==> config.mk <==
export PLATFORM = sky130hd
export DESIGN_NAME = axi_compare_mismatch_monitor
export DESIGN_NICKNAME = d
export VERILOG_FILES = /design/src/rtl/axi_compare_mismatch_monitor.sv
export SDC_FILE = /design/constraint.sdc
export NUM_CORES = 1
export LEC_CHECK = 0
export CAP_MARGIN = 20
export CELL_PAD_IN_SITES_DETAIL_PLACEMENT = 0
export CELL_PAD_IN_SITES_GLOBAL_PLACEMENT = 1
export CORE_MARGIN = 4
export CORE_UTILIZATION = 45
export CTS_BUF_LIST = sky130_fd_sc_hd__clkbuf_2
export CTS_CLUSTER_DIAMETER = 200
export DETAILED_ROUTE_END_ITERATION = 8
export PLACE_DENSITY = 0.84
export SYNTH_ARGS = -nofsm -noshare
export SYNTH_HDL_FRONTEND = slang
export SYNTH_SLANG_ARGS = --single-unit
export TNS_END_PERCENT = 5
==> constraint.sdc <==
create_clock -name clk_i -period 5.3 [get_ports clk_i]
set_input_delay 1.59 -clock clk_i [delete_from_list [all_inputs] [get_ports clk_i]]
set_output_delay 1.59 -clock clk_i [all_outputs]
set_load 0.005 [all_outputs]
==> src/rtl/axi_compare_mismatch_monitor.sv <==
// rtl/axi_compare_mismatch_monitor.sv - records AXI comparison mismatches: counters, sticky flags, first capture, busy watchdog, irq
module axi_compare_mismatch_monitor #(
    parameter int AxiIdWidth    = 0,
    parameter int CntWidth      = 16,
    parameter int TsWidth       = 32,
    parameter int TimeoutCycles = 1024
) (
    input  logic                                      clk_i,
    input  logic                                      rst_i,
    input  logic                                      clear_i,
    input  logic [2**AxiIdWidth-1:0]                  aw_mismatch_i,
    input  logic                                      w_mismatch_i,
    input  logic [2**AxiIdWidth-1:0]                  b_mismatch_i,
    input  logic [2**AxiIdWidth-1:0]                  ar_mismatch_i,
    input  logic [2**AxiIdWidth-1:0]                  r_mismatch_i,
    input  logic                                      busy_i,
    output logic [5*CntWidth-1:0]                     cnt_o,
    output logic [4:0]                                sticky_o,
    output logic                                      first_valid_o,
    output logic [2:0]                                first_chan_o,
    output logic [((AxiIdWidth > 0) ? AxiIdWidth : 1)-1:0] first_id_o,
    output logic [TsWidth-1:0]                        first_ts_o,
    output logic                                      timeout_o,
    output logic                                      irq_o
);
    localparam int IdN  = 2**AxiIdWidth;
    localparam int IdW  = (AxiIdWidth > 0) ? AxiIdWidth : 1;
    localparam bit WdEn = (TimeoutCycles > 0);
    localparam int WdW  = WdEn ? $clog2(TimeoutCycles + 1) : 1;
    localparam logic [WdW-1:0] WdMax = WdW'(TimeoutCycles);

    logic [4:0]          ev;
    logic [CntWidth-1:0] cnt_q [5];
    logic [2:0]          cap_chan;
    logic [IdW-1:0]      cap_id;
    logic [TsWidth-1:0]  ts_q;
    logic [WdW-1:0]      wd_q;
    logic [WdW-1:0]      wd_d;

    function automatic logic [IdW-1:0] lowest_id(input logic [IdN-1:0] v);
        lowest_id = '0;
        for (int i = IdN - 1; i >= 0; i--) begin
            if (v[i]) lowest_id = IdW'(i);
        end
    endfunction

    // A channel counts once per cycle no matter how many ID strobes are set.
    assign ev = {|r_mismatch_i, |ar_mismatch_i, |b_mismatch_i, w_mismatch_i, |aw_mismatch_i};

    always_comb begin
        cap_chan = 3'd0;
        cap_id   = '0;
        if (ev[0]) begin
            cap_chan = 3'd0;
            cap_id   = lowest_id(aw_mismatch_i);
        end else if (ev[1]) begin
            cap_chan = 3'd1;
        end else if (ev[2]) begin
            cap_chan = 3'd2;
            cap_id   = lowest_id(b_mismatch_i);
        end else if (ev[3]) begin
            cap_chan = 3'd3;
            cap_id   = lowest_id(ar_mismatch_i);
        end else if (ev[4]) begin
            cap_chan = 3'd4;
            cap_id   = lowest_id(r_mismatch_i);
        end
    end

    always_comb begin
        wd_d = '0;
        if (WdEn && busy_i) begin
            wd_d = (wd_q == WdMax) ? wd_q : wd_q + 1'b1;
        end
    end

    always_ff @(posedge clk_i) begin
        if (rst_i || clear_i) begin
            for (int i = 0; i < 5; i++) cnt_q[i] <= '0;
            sticky_o      <= '0;
            first_valid_o <= 1'b0;
            first_chan_o  <= '0;
            first_id_o    <= '0;
            first_ts_o    <= '0;
            ts_q          <= '0;
            wd_q          <= '0;
            timeout_o     <= 1'b0;
            irq_o         <= 1'b0;
        end else begin
            for (int i = 0; i < 5; i++) begin
                if (ev[i] && (cnt_q[i] != {CntWidth{1'b1}})) cnt_q[i] <= cnt_q[i] + 1'b1;
            end
            sticky_o <= sticky_o | ev;
            if (!first_valid_o && (|ev)) begin
                first_valid_o <= 1'b1;
                first_chan_o  <= cap_chan;
                first_id_o    <= cap_id;
                first_ts_o    <= ts_q;
            end
            ts_q      <= ts_q + 1'b1;
            wd_q      <= wd_d;
            timeout_o <= timeout_o | (WdEn && (wd_d == WdMax));
            // Built from the registered flags, so irq trails them by one cycle.
            irq_o     <= first_valid_o | timeout_o;
        end
    end

    for (genvar g = 0; g < 5; g++) begin : g_cnt
        assign cnt_o[g*CntWidth +: CntWidth] = cnt_q[g];
    end
endmodule

==> impl_metrics.env, run 1 <==
export IMPL_cts_tree="done"
export IMPL_count_of_endpoints_failing_hold_in_the_final_timing_report=0
export IMPL_finalCritPeriodShare_pct=64.2
export IMPL_max_slew_margin_rel_pct=32.0
export IMPL_ant_nets=0
export IMPL_clkTransAtPathRegs_ns=0.26
export IMPL_cts_resized_gates=0
export IMPL_drc_violations=0
export IMPL_critPathLaunch="cnt_q[0][18]"
export IMPL_crit_arrival_ns=1.81
export IMPL_slowest_delay_ns=0.55
export IMPL_max_slew_worst_pin_slew_ns=1.02
export IMPL_finalNetCount=942
export IMPL_vdd_ir_drop_worst_mv=0.158
export IMPL_post_synth_inst_count=807
export IMPL_timing_final_crit_period_ns=3.40
export IMPL_hold_buffers=0
export IMPL_static_leakage_power_nw=3.18
export IMPL_timing_reg2reg_worst_path_depth=7
export IMPL_clock_tree_root_cell="sky130_fd_sc_hd__clkbuf_2"
export IMPL_reg2reg_from="cnt_q[0][0]"
export IMPL_floorplan_io_pins=133
export IMPL_io_buffers=131
export IMPL_postPlaceCellArea_sq_um=9320
export IMPL_gpl_final_weighted_congestion=0.783
export IMPL_dr_first_iter_drc_count=365
export IMPL_clock_latency_ns=0.73
export IMPL_num_rows=48
export IMPL_most_frequent_standard_cell_in_the_layout_excluding_fill_and_tap_cells="sky130_fd_sc_hd__clkdlybuf4s50_1"
export IMPL_die_area_sq_um=19700
export IMPL_postSynth_asyncResetShare_pct=0
export IMPL_slowest_cell_on_crit_path="sky130_fd_sc_hd__clkdlybuf4s50_1"
export IMPL_floorplan_die_width_um=140
export IMPL_final_setup_tns_ns=0
export IMPL_postCtsSetupBuffers=0
export IMPL_critPathRequiredTime_ns=3.71
export IMPL_crit_path_end="cnt_o[18]"
export IMPL_maxCapViolCount=0
export IMPL_fin_clk_skew_ns=0.0424
export IMPL_clock_tree_buffer_depth=2
export IMPL_wirelength_um=17900
export IMPL_ys_top_cells_by_area="sky130_fd_sc_hd__edfxtp_1, sky130_fd_sc_hd__dfxtp_1, sky130_fd_sc_hd__a21oi_1, sky130_fd_sc_hd__xor2_1, sky130_fd_sc_hd__nand2_1"
export IMPL_maxClockFrequency_mhz=294
export IMPL_grt_start_max_net_pins=81
export IMPL_grt_pass1_wl_um=29600
export IMPL_area_growth_syn_to_layout_pct=21.3
export IMPL_dominantRegCellSynth="sky130_fd_sc_hd__dfxtp_1"
export IMPL_run_status="finished, final reports clean"
export IMPL_pwr_density_cell_nw_per_um2=273
export IMPL_stdcell_area_sq_um=9560
export IMPL_cp_cell_sequence="clkdlybuf4s50_1"
export IMPL_kind_of_cell_adding_the_most_delay_to_the_critical_path="buffers and inverters"
export IMPL_fp_dieH_um=140
export IMPL_h_tree_depth=4
export IMPL_grt_antenna_before_repair=1
export IMPL_layout_common_cells="sky130_fd_sc_hd__clkdlybuf4s50_1, sky130_fd_sc_hd__a21oi_1, sky130_fd_sc_hd__nand2_1"
export IMPL_coreArea_sq_um=17200
export IMPL_drt_pre_antenna_iters=5
export IMPL_synth_top_cell_area_share_pct=30.5
export IMPL_synth_enable_flop_cells=80
export IMPL_globalRouteOverflowTotal=0
export IMPL_via_per_inst=5.24
export IMPL_final_max_slew_viol_count=0
export IMPL_yosys_cell_types_count=46
export IMPL_yosysWarnings=0
export IMPL_synth_avg_cell_area_sq_um=9.76
export IMPL_ys_seq_elements=166
export IMPL_drive_above_1_share_pct=6.82
export IMPL_grt_use_total_pct=18.3
export IMPL_post_drt_wl_per_cell_um=15.4
export IMPL_regToRegEndpoint="cnt_q[0][34]"
export IMPL_synthesis_area_sq_um=7880
export IMPL_reg_to_reg_slack_setup_ns=2.46
export IMPL_top_cell_type_by_total_area_after_synthesis="sky130_fd_sc_hd__edfxtp_1"
export IMPL_criticalPathCategory="reg -> out"
export IMPL_worstSetupStartpointType="flip-flop"
export IMPL_yosysSeqAreaShare_pct=52.4
export IMPL_grt_setup_unrepaired="false"
export IMPL_synthesis_nets=824
export IMPL_number_of_global_route_vias_before_repair=5696
export IMPL_cts_inserted_buffers=17
export IMPL_via_count=6101
export IMPL_cp_depth=1
export IMPL_finalSetupViolations=0
export IMPL_floorplan_initialDensity_pct=45.7
export IMPL_critical_path_buf_inv_count=1
export IMPL_cp_end_kind="output port"
export IMPL_place_hpwl_um=12000
export IMPL_path_max_fanout=5
export IMPL_worstHoldPathType="reg -> reg"
export IMPL_tritoncts_num_sinks=166
-- routing by layer --
layer | GRT usage, % | vias to the layer above | part of all wire [%]
met5 | 0 | - | 0
met4 | 5.20 | 0 | 1.1
met3 | 5.91 | 14 | 5.9
met2 | 27.0 | 137 | 45
met1 | 25.8 | 2876 | 48
li1 | - | 3074 | -
-- state kept, by name, indices dropped and copies added, names as in the netlist --
name	count
sticky_o	5
first_valid_o	1
wd_q	11
ts_q	32
irq_o	1
cnt_q	80
first_ts_o	32
timeout_o	1
first_chan_o	3
-- cell type report --
| type | count | area (sq um) |
|---|---|---|
| fillers | 1614 | 7680 |
| flip-flops and latches | 166 | 4120 |
| multi-input cells | 590 | 3500 |
| repair buffers | 137 | 1360 |
| well taps | 225 | 282 |
| clock inverters | 15 | 153 |
| clock buffers | 17 | 85.1 |
| inverters | 13 | 48.8 |
| diodes | 2 | 5.00 |
-- worst min path at each step --
stage / from / endpoint / slack, ns / cells past startpoint
6_report: first_ts_o[6] / first_ts_o[6] / 0.47 / 2
5_1_grt: ts_q[21] / first_ts_o[21] / 0.49 / 2
4_1_cts: ts_q[21] / first_ts_o[21] / 0.47 / 2
3_5_place_dp: first_ts_o[15] / first_ts_o[15] / 0.45 / 2
3_3_place_gp: first_ts_o[2] / first_ts_o[2] / 0.44 / 2
2_1_floorplan: ts_q[31] / first_ts_o[31] / 0.44 / 2
-- cell usage after synthesis, types with 2 or more instances --
master,count
sky130_fd_sc_hd__a21boi_2,5
sky130_fd_sc_hd__a21oi_1,116
sky130_fd_sc_hd__a21oi_2,5
sky130_fd_sc_hd__a31oi_1,3
sky130_fd_sc_hd__and2_1,2
sky130_fd_sc_hd__and3_1,22
sky130_fd_sc_hd__and4_1,11
sky130_fd_sc_hd__buf_6,10
sky130_fd_sc_hd__clkbuf_1,26
sky130_fd_sc_hd__dfxtp_1,86
sky130_fd_sc_hd__edfxtp_1,80
sky130_fd_sc_hd__ha_1,8
sky130_fd_sc_hd__inv_1,13
sky130_fd_sc_hd__nand2_1,112
sky130_fd_sc_hd__nand2b_1,4
sky130_fd_sc_hd__nand3_1,41
sky130_fd_sc_hd__nand4_1,23
sky130_fd_sc_hd__nor2_1,74
sky130_fd_sc_hd__nor3_1,18
sky130_fd_sc_hd__nor4_1,3
sky130_fd_sc_hd__nor4_4,2
sky130_fd_sc_hd__o21ai_0,8
sky130_fd_sc_hd__or2_2,3
sky130_fd_sc_hd__or3_1,4
sky130_fd_sc_hd__or4_1,5
sky130_fd_sc_hd__xnor2_1,48
sky130_fd_sc_hd__xor2_1,56
-- logic make-up after synthesis --
family	after synthesis	share of synthesized area, %
AO/OA/AOI/OAI	145	10.4
XOR/XNOR	104	11.6
adder cells (fa/ha/maj)	8	1.27
buffers and inverters	51	3.43
flip-flops	166	52.4
multiplexers	1	0.143
other	1	0.0476
AND/OR/NAND/NOR	331	20.8
-- tightest hold or removal path: stages, from the launching register on --
cell and delay [ns]:
sky130_fd_sc_hd__dfxtp_1 0.36, sky130_fd_sc_hd__nand2_1 0.05, sky130_fd_sc_hd__a21oi_1 0.05
-- report_power, final --
part | switching, mW | internal [mW] | total, mW
Clock | 0.463 | 0.222 | 0.685
Combinational | 0.164 | 0.208 | 0.372
Sequential | 0.107 | 1.45 | 1.55
-- through the flow --
step / hold slack, ns / total power [mW] / setup slack (ns) / utilization, % / instances
floorplan: 0.437 / 1.73 / 2.13 / - / 807
global placement: 0.444 / 1.95 / 1.38 / 54.0 / 1131
detailed placement: 0.447 / 1.95 / 1.31 / 54.0 / 1131
CTS: 0.468 / 2.64 / 1.80 / 55.4 / 1163
global route: 0.493 / 2.74 / 1.71 / 55.5 / 1165
finish: 0.468 / 2.61 / 1.90 / 55.5 / 1165
Power figures use the tool's default switching activity.
==> run 2, diff against run 1 <==
Settings changed: CORE_UTILIZATION 45 to 38, PLACE_DENSITY 0.84 to 0.75.
Clock period 5.3 ns to 2.9 ns, I/O delays scaled along.
==> run 2 against run 1 <==
Effect of this change: cell count increased by 5.9%; clock power increased by 81%; utilization decreased by 6.7 points; sequential share of layout area decreased by 1.5 points; combinational power increased by 100%.
==> impl_metrics.env, run 2 (same netlist as run 1, synthesis figures left out) <==
export IMPL_post_drt_wl_per_cell_um=15.2
export IMPL_fin_clk_skew_ns=0.0353
export IMPL_num_rows=52
export IMPL_floorplan_io_pins=133
export IMPL_totalPowerFinal_mw=4.82
export IMPL_postCtsSetupBuffers=0
export IMPL_clock_tree_buffer_depth=2
export IMPL_cts_inserted_buffers=17
export IMPL_clock_latency_ns=0.74
export IMPL_drc_violations=0
export IMPL_dpl_worst_slack_ns=0.0326
export IMPL_finalCritPeriodShare_pct=94.7
export IMPL_place_hpwl_um=13200
export IMPL_final_hold_worst_slack_ns=0.470
export IMPL_timing_final_crit_period_ns=2.75
export IMPL_crit_arrival_ns=1.88
export IMPL_dr_first_iter_drc_count=304
export IMPL_worstHoldPathType="reg -> reg"
export IMPL_vdd_ir_drop_worst_mv=0.211
export IMPL_via_per_inst=5.01
export IMPL_clock_tree_root_cell="sky130_fd_sc_hd__clkbuf_2"
export IMPL_h_tree_depth=4
export IMPL_finalNetCount=967
export IMPL_tritoncts_num_sinks=166
export IMPL_pwr_density_cell_nw_per_um2=487
export IMPL_slowest_cell_on_crit_path="sky130_fd_sc_hd__clkdlybuf4s50_1"
export IMPL_gpl_final_weighted_congestion=0.756
export IMPL_static_leakage_power_nw=3.34
export IMPL_cp_end_kind="output port"
export IMPL_critPathRequiredTime_ns=2.03
export IMPL_drt_pre_antenna_iters=6
export IMPL_cp_cell_sequence="clkdlybuf4s50_1"
export IMPL_maxClockFrequency_mhz=364
export IMPL_maxCapViolCount=0
export IMPL_final_max_slew_viol_count=0
export IMPL_wirelength_um=18700
export IMPL_criticalPathCategory="reg -> out"
export IMPL_number_of_global_route_vias_before_repair=6036
export IMPL_run_status="finished, final reports clean"
export IMPL_kind_of_cell_adding_the_most_delay_to_the_critical_path="buffers and inverters"
export IMPL_worstSetupStartpointType="flip-flop"
export IMPL_grt_antenna_before_repair=2
export IMPL_grt_setup_unrepaired="false"
export IMPL_reg_top3="cnt_q (80), first_ts_o (32), ts_q (32)"
export IMPL_layout_common_cells="sky130_fd_sc_hd__clkdlybuf4s50_1, sky130_fd_sc_hd__a21oi_1, sky130_fd_sc_hd__nand2_1"
export IMPL_final_setup_tns_ns=0
export IMPL_path_max_fanout=6
export IMPL_cts_tree="done"
export IMPL_max_slew_worst_pin_slew_ns=0.557
export IMPL_drive_above_1_share_pct=9.45
export IMPL_grt_pass1_wl_um=31400
export IMPL_io_buffers=131
export IMPL_most_frequent_standard_cell_in_the_layout_excluding_fill_and_tap_cells="sky130_fd_sc_hd__clkdlybuf4s50_1"
export IMPL_finalSetupViolations=0
export IMPL_floorplan_die_width_um=152
export IMPL_finalCoreUtilization_pct=48.8
export IMPL_count_of_endpoints_failing_hold_in_the_final_timing_report=0
export IMPL_fp_dieH_um=152
export IMPL_via_count=6185
export IMPL_hold_buffers=0
export IMPL_grt_start_max_net_pins=52
export IMPL_globalRouteOverflowTotal=0
export IMPL_fillerInstances=1951
export IMPL_largest_register="cnt_q"
export IMPL_die_area_sq_um=23100
export IMPL_setup_slack_ns=0.153
export IMPL_max_slew_margin_rel_pct=62.6
export IMPL_critical_path_buf_inv_count=1
export IMPL_grt_use_total_pct=16.3
export IMPL_area_growth_syn_to_layout_pct=25.7
export IMPL_floorplan_initialDensity_pct=38.8
export IMPL_ant_nets=0
export IMPL_cts_resized_gates=0
export IMPL_clkTransAtPathRegs_ns=0.26
export IMPL_largest_register_ff_count=80
export IMPL_coreArea_sq_um=20300
export IMPL_slowest_delay_ns=0.59
[run 2: worst paths after layout]
| check | start | to | slack [ns] | cells after the start |
|---|---|---|---|---|
| min | timeout_o | irq_o | 0.47 | 2 |
| max | cnt_q[0][50] | cnt_o[50] | 0.15 | 1 |
| min reg2reg | timeout_o | irq_o | 0.47 | 2 |
| max reg2reg | cnt_q[0][1] | cnt_q[0][2] | 0.27 | 7 |
[run 2: metal layers]
metal	GRT usage (%)	vias to the layer above	wire, um
li1	-	3124	-
met1	22.9	2926	9140
met2	24.9	124	8490
met3	5.12	9	925
met4	3.21	2	136
met5	0	-	20
[run 2: tightest hold or removal path: cells and delay by family, from the launching register on]
kind	cells	cell delay, ns
and+or+nand+nor	2	0.13
DFF	1	0.37
[run 2: stage by stage]
step	area (sq um)	cells
after floorplan	7880	807
after global placement	9660	1201
after detailed placement	9660	1201
after CTS	9900	1233
after global routing	9900	1234
final	9900	1234
[run 2: cell type report]
type | instances | area, sq um | area share (%)
clock inverters | 14 | 141 | 1.43
repair buffers | 162 | 1660 | 16.8
inverters | 13 | 48.8 | 0.493
well taps | 270 | 338 | 3.41
diodes | 1 | 2.50 | 0.0253
clock buffers | 18 | 90.1 | 0.910
flip-flops and latches | 166 | 4120 | 41.7
multi-input cells | 590 | 3500 | 35.3
[run 2: where the power goes]
group	internal, mW	switching, mW	total (mW)
clock network	0.341	0.898	1.24
logic	0.426	0.318	0.744
registers	2.64	0.196	2.84
==> run 3, diff against run 2 <==
Settings changed: PLACE_DENSITY 0.75 to 0.79, SLEW_MARGIN set to 20.
==> run 3 against run 2 <==
Effect of this change: global-route usage increased by 0.36 points; non-clock buffer count rose by 3; worst setup slack got worse by 0.0094 ns; routed wire length rose by 3.2%; critical endpoint unchanged; largest cell class unchanged; largest power group unchanged.
==> impl_metrics.env, run 3 (same netlist as run 1, synthesis figures left out) <==
export IMPL_via_per_inst=5.09
export IMPL_globalRouteOverflowTotal=0
export IMPL_static_leakage_power_nw=3.34
export IMPL_gpl_final_weighted_congestion=0.760
export IMPL_coreArea_sq_um=20300
export IMPL_slowest_cell_on_crit_path="sky130_fd_sc_hd__clkdlybuf4s50_1"
export IMPL_grt_start_max_net_pins=40
export IMPL_seqCellArea_sq_um=4120
export IMPL_critPathRequiredTime_ns=2.03
export IMPL_largest_register_ff_count=80
export IMPL_layout_common_cells="sky130_fd_sc_hd__clkdlybuf4s50_1, sky130_fd_sc_hd__a21oi_1, sky130_fd_sc_hd__nand2_1"
export IMPL_timing_final_crit_period_ns=2.76
export IMPL_drt_pre_antenna_iters=5
export IMPL_pwr_density_cell_nw_per_um2=490
export IMPL_min_delay_start="first_ts_o[0]"
export IMPL_fillerInstances=1946
export IMPL_cts_tree="done"
export IMPL_post_drt_wl_per_cell_um=15.6
export IMPL_floorplan_io_pins=133
export IMPL_fin_clk_skew_ns=0.0340
export IMPL_worstHoldPathType="reg -> reg"
export IMPL_finalNetCount=970
export IMPL_reg_top3="cnt_q (80), first_ts_o (32), ts_q (32)"
export IMPL_count_of_endpoints_failing_hold_in_the_final_timing_report=0
export IMPL_postCtsSetupBuffers=0
export IMPL_cp_end_kind="output port"
export IMPL_critPathLaunch="cnt_q[0][50]"
export IMPL_crit_arrival_ns=1.89
export IMPL_place_hpwl_um=13600
export IMPL_final_setup_tns_ns=0
export IMPL_max_slew_margin_rel_pct=56.4
export IMPL_maxCapViolCount=0
export IMPL_path_max_fanout=6
export IMPL_max_slew_worst_pin_slew_ns=0.651
export IMPL_via_count=6299
export IMPL_die_area_sq_um=23100
export IMPL_run_status="finished, final reports clean"
export IMPL_most_frequent_standard_cell_in_the_layout_excluding_fill_and_tap_cells="sky130_fd_sc_hd__clkdlybuf4s50_1"
export IMPL_grt_use_total_pct=16.6
export IMPL_finalSetupViolations=0
export IMPL_vdd_ir_drop_worst_mv=0.219
export IMPL_worstSetupStartpointType="flip-flop"
export IMPL_wirelength_um=19300
export IMPL_fp_dieH_um=152
export IMPL_cp_cell_sequence="clkdlybuf4s50_1"
export IMPL_final_max_slew_viol_count=0
export IMPL_io_buffers=131
export IMPL_reg2reg_from="cnt_q[0][1]"
export IMPL_dpl_worst_slack_ns=0.0405
export IMPL_number_of_global_route_vias_before_repair=6180
export IMPL_criticalPathCategory="reg -> out"
export IMPL_area_growth_syn_to_layout_pct=25.7
export IMPL_cts_inserted_buffers=17
export IMPL_clock_tree_buffer_depth=2
export IMPL_clock_latency_ns=0.76
export IMPL_dr_first_iter_drc_count=405
export IMPL_multiInputGateArea_sq_um=3500
export IMPL_grt_pass1_wl_um=32000
export IMPL_slowest_delay_ns=0.59
export IMPL_maxClockFrequency_mhz=363
export IMPL_grt_setup_unrepaired="false"
export IMPL_tritoncts_num_sinks=166
export IMPL_finalCritPeriodShare_pct=95.0
export IMPL_largest_register="cnt_q"
export IMPL_clkTransAtPathRegs_ns=0.29
export IMPL_drc_violations=0
export IMPL_kind_of_cell_adding_the_most_delay_to_the_critical_path="buffers and inverters"
export IMPL_ant_nets=0
export IMPL_floorplan_die_width_um=152
export IMPL_setup_slack_ns=0.144
export IMPL_critical_path_buf_inv_count=1
export IMPL_h_tree_depth=4
export IMPL_drive_above_1_share_pct=9.73
export IMPL_floorplan_initialDensity_pct=38.8
export IMPL_cts_resized_gates=0
export IMPL_final_instance_count_excl_fill=1237
export IMPL_hold_buffers=0
export IMPL_clock_tree_root_cell="sky130_fd_sc_hd__clkbuf_2"
export IMPL_num_rows=52
export IMPL_postPlaceCellArea_sq_um=9650
export IMPL_grt_antenna_before_repair=1
export IMPL_stdcell_area_sq_um=9900
export IMPL_post_place_cells=1202
[run 3: changes by cell type in the layout (fill, tap and decap cells not counted), moves of 2 or more]
cell,change
sky130_fd_sc_hd__buf_4,+5
sky130_fd_sc_hd__inv_6,-4
sky130_fd_sc_hd__inv_8,+4
sky130_fd_sc_hd__buf_12,-2
sky130_fd_sc_hd__clkinvlp_4,-2
sky130_fd_sc_hd__inv_4,+2
[run 3: where the power goes]
| part | total (mW) | leakage, nW | switching, mW | internal (mW) |
|---|---|---|---|---|
| clock | 1.26 | 0.147 | 0.970 | 0.289 |
| sequential | 2.84 | 1.59 | 0.201 | 2.64 |
| combinational | 0.747 | 1.61 | 0.321 | 0.426 |
[run 3: final timing paths]
check                                endpoint  slack, ns  cells after the start
worst min register to register  first_ts_o[0]       0.47                      2
worst max register to register   cnt_q[0][57]       0.24                      7
worst max-delay path                cnt_o[50]       0.14                      1
worst min-delay path            first_ts_o[0]       0.47                      2
[run 3: cell type report]
class / instances / share of cell area, %
repair buffers: 165 / 16.7
clock inverters: 15 / 1.53
clock buffers: 17 / 0.859
multi-input cells: 590 / 35.3
diodes: 1 / 0.0253
flip-flops and latches: 166 / 41.7
well taps: 270 / 3.41
inverters: 13 / 0.493
[run 3: per-layer routing]
metal	track usage, %	vias up	wire length [um]
li1	-	3139	-
met1	23.4	2995	9230
met2	25.1	151	8640
met3	5.12	14	1250
met4	4.32	0	190
met5	0	-	0
[run 3: through the flow]
step / utilization (%) / hold WS [ns] / total power [mW]
6_report: 48.8 / 0.472 / 4.85
5_1_grt: 48.8 / 0.486 / 5.09
4_1_cts: 48.7 / 0.474 / 4.91
3_5_place_dp: 47.5 / 0.446 / 3.63
3_3_place_gp: 47.5 / 0.445 / 3.62
2_1_floorplan: - / 0.437 / 3.17
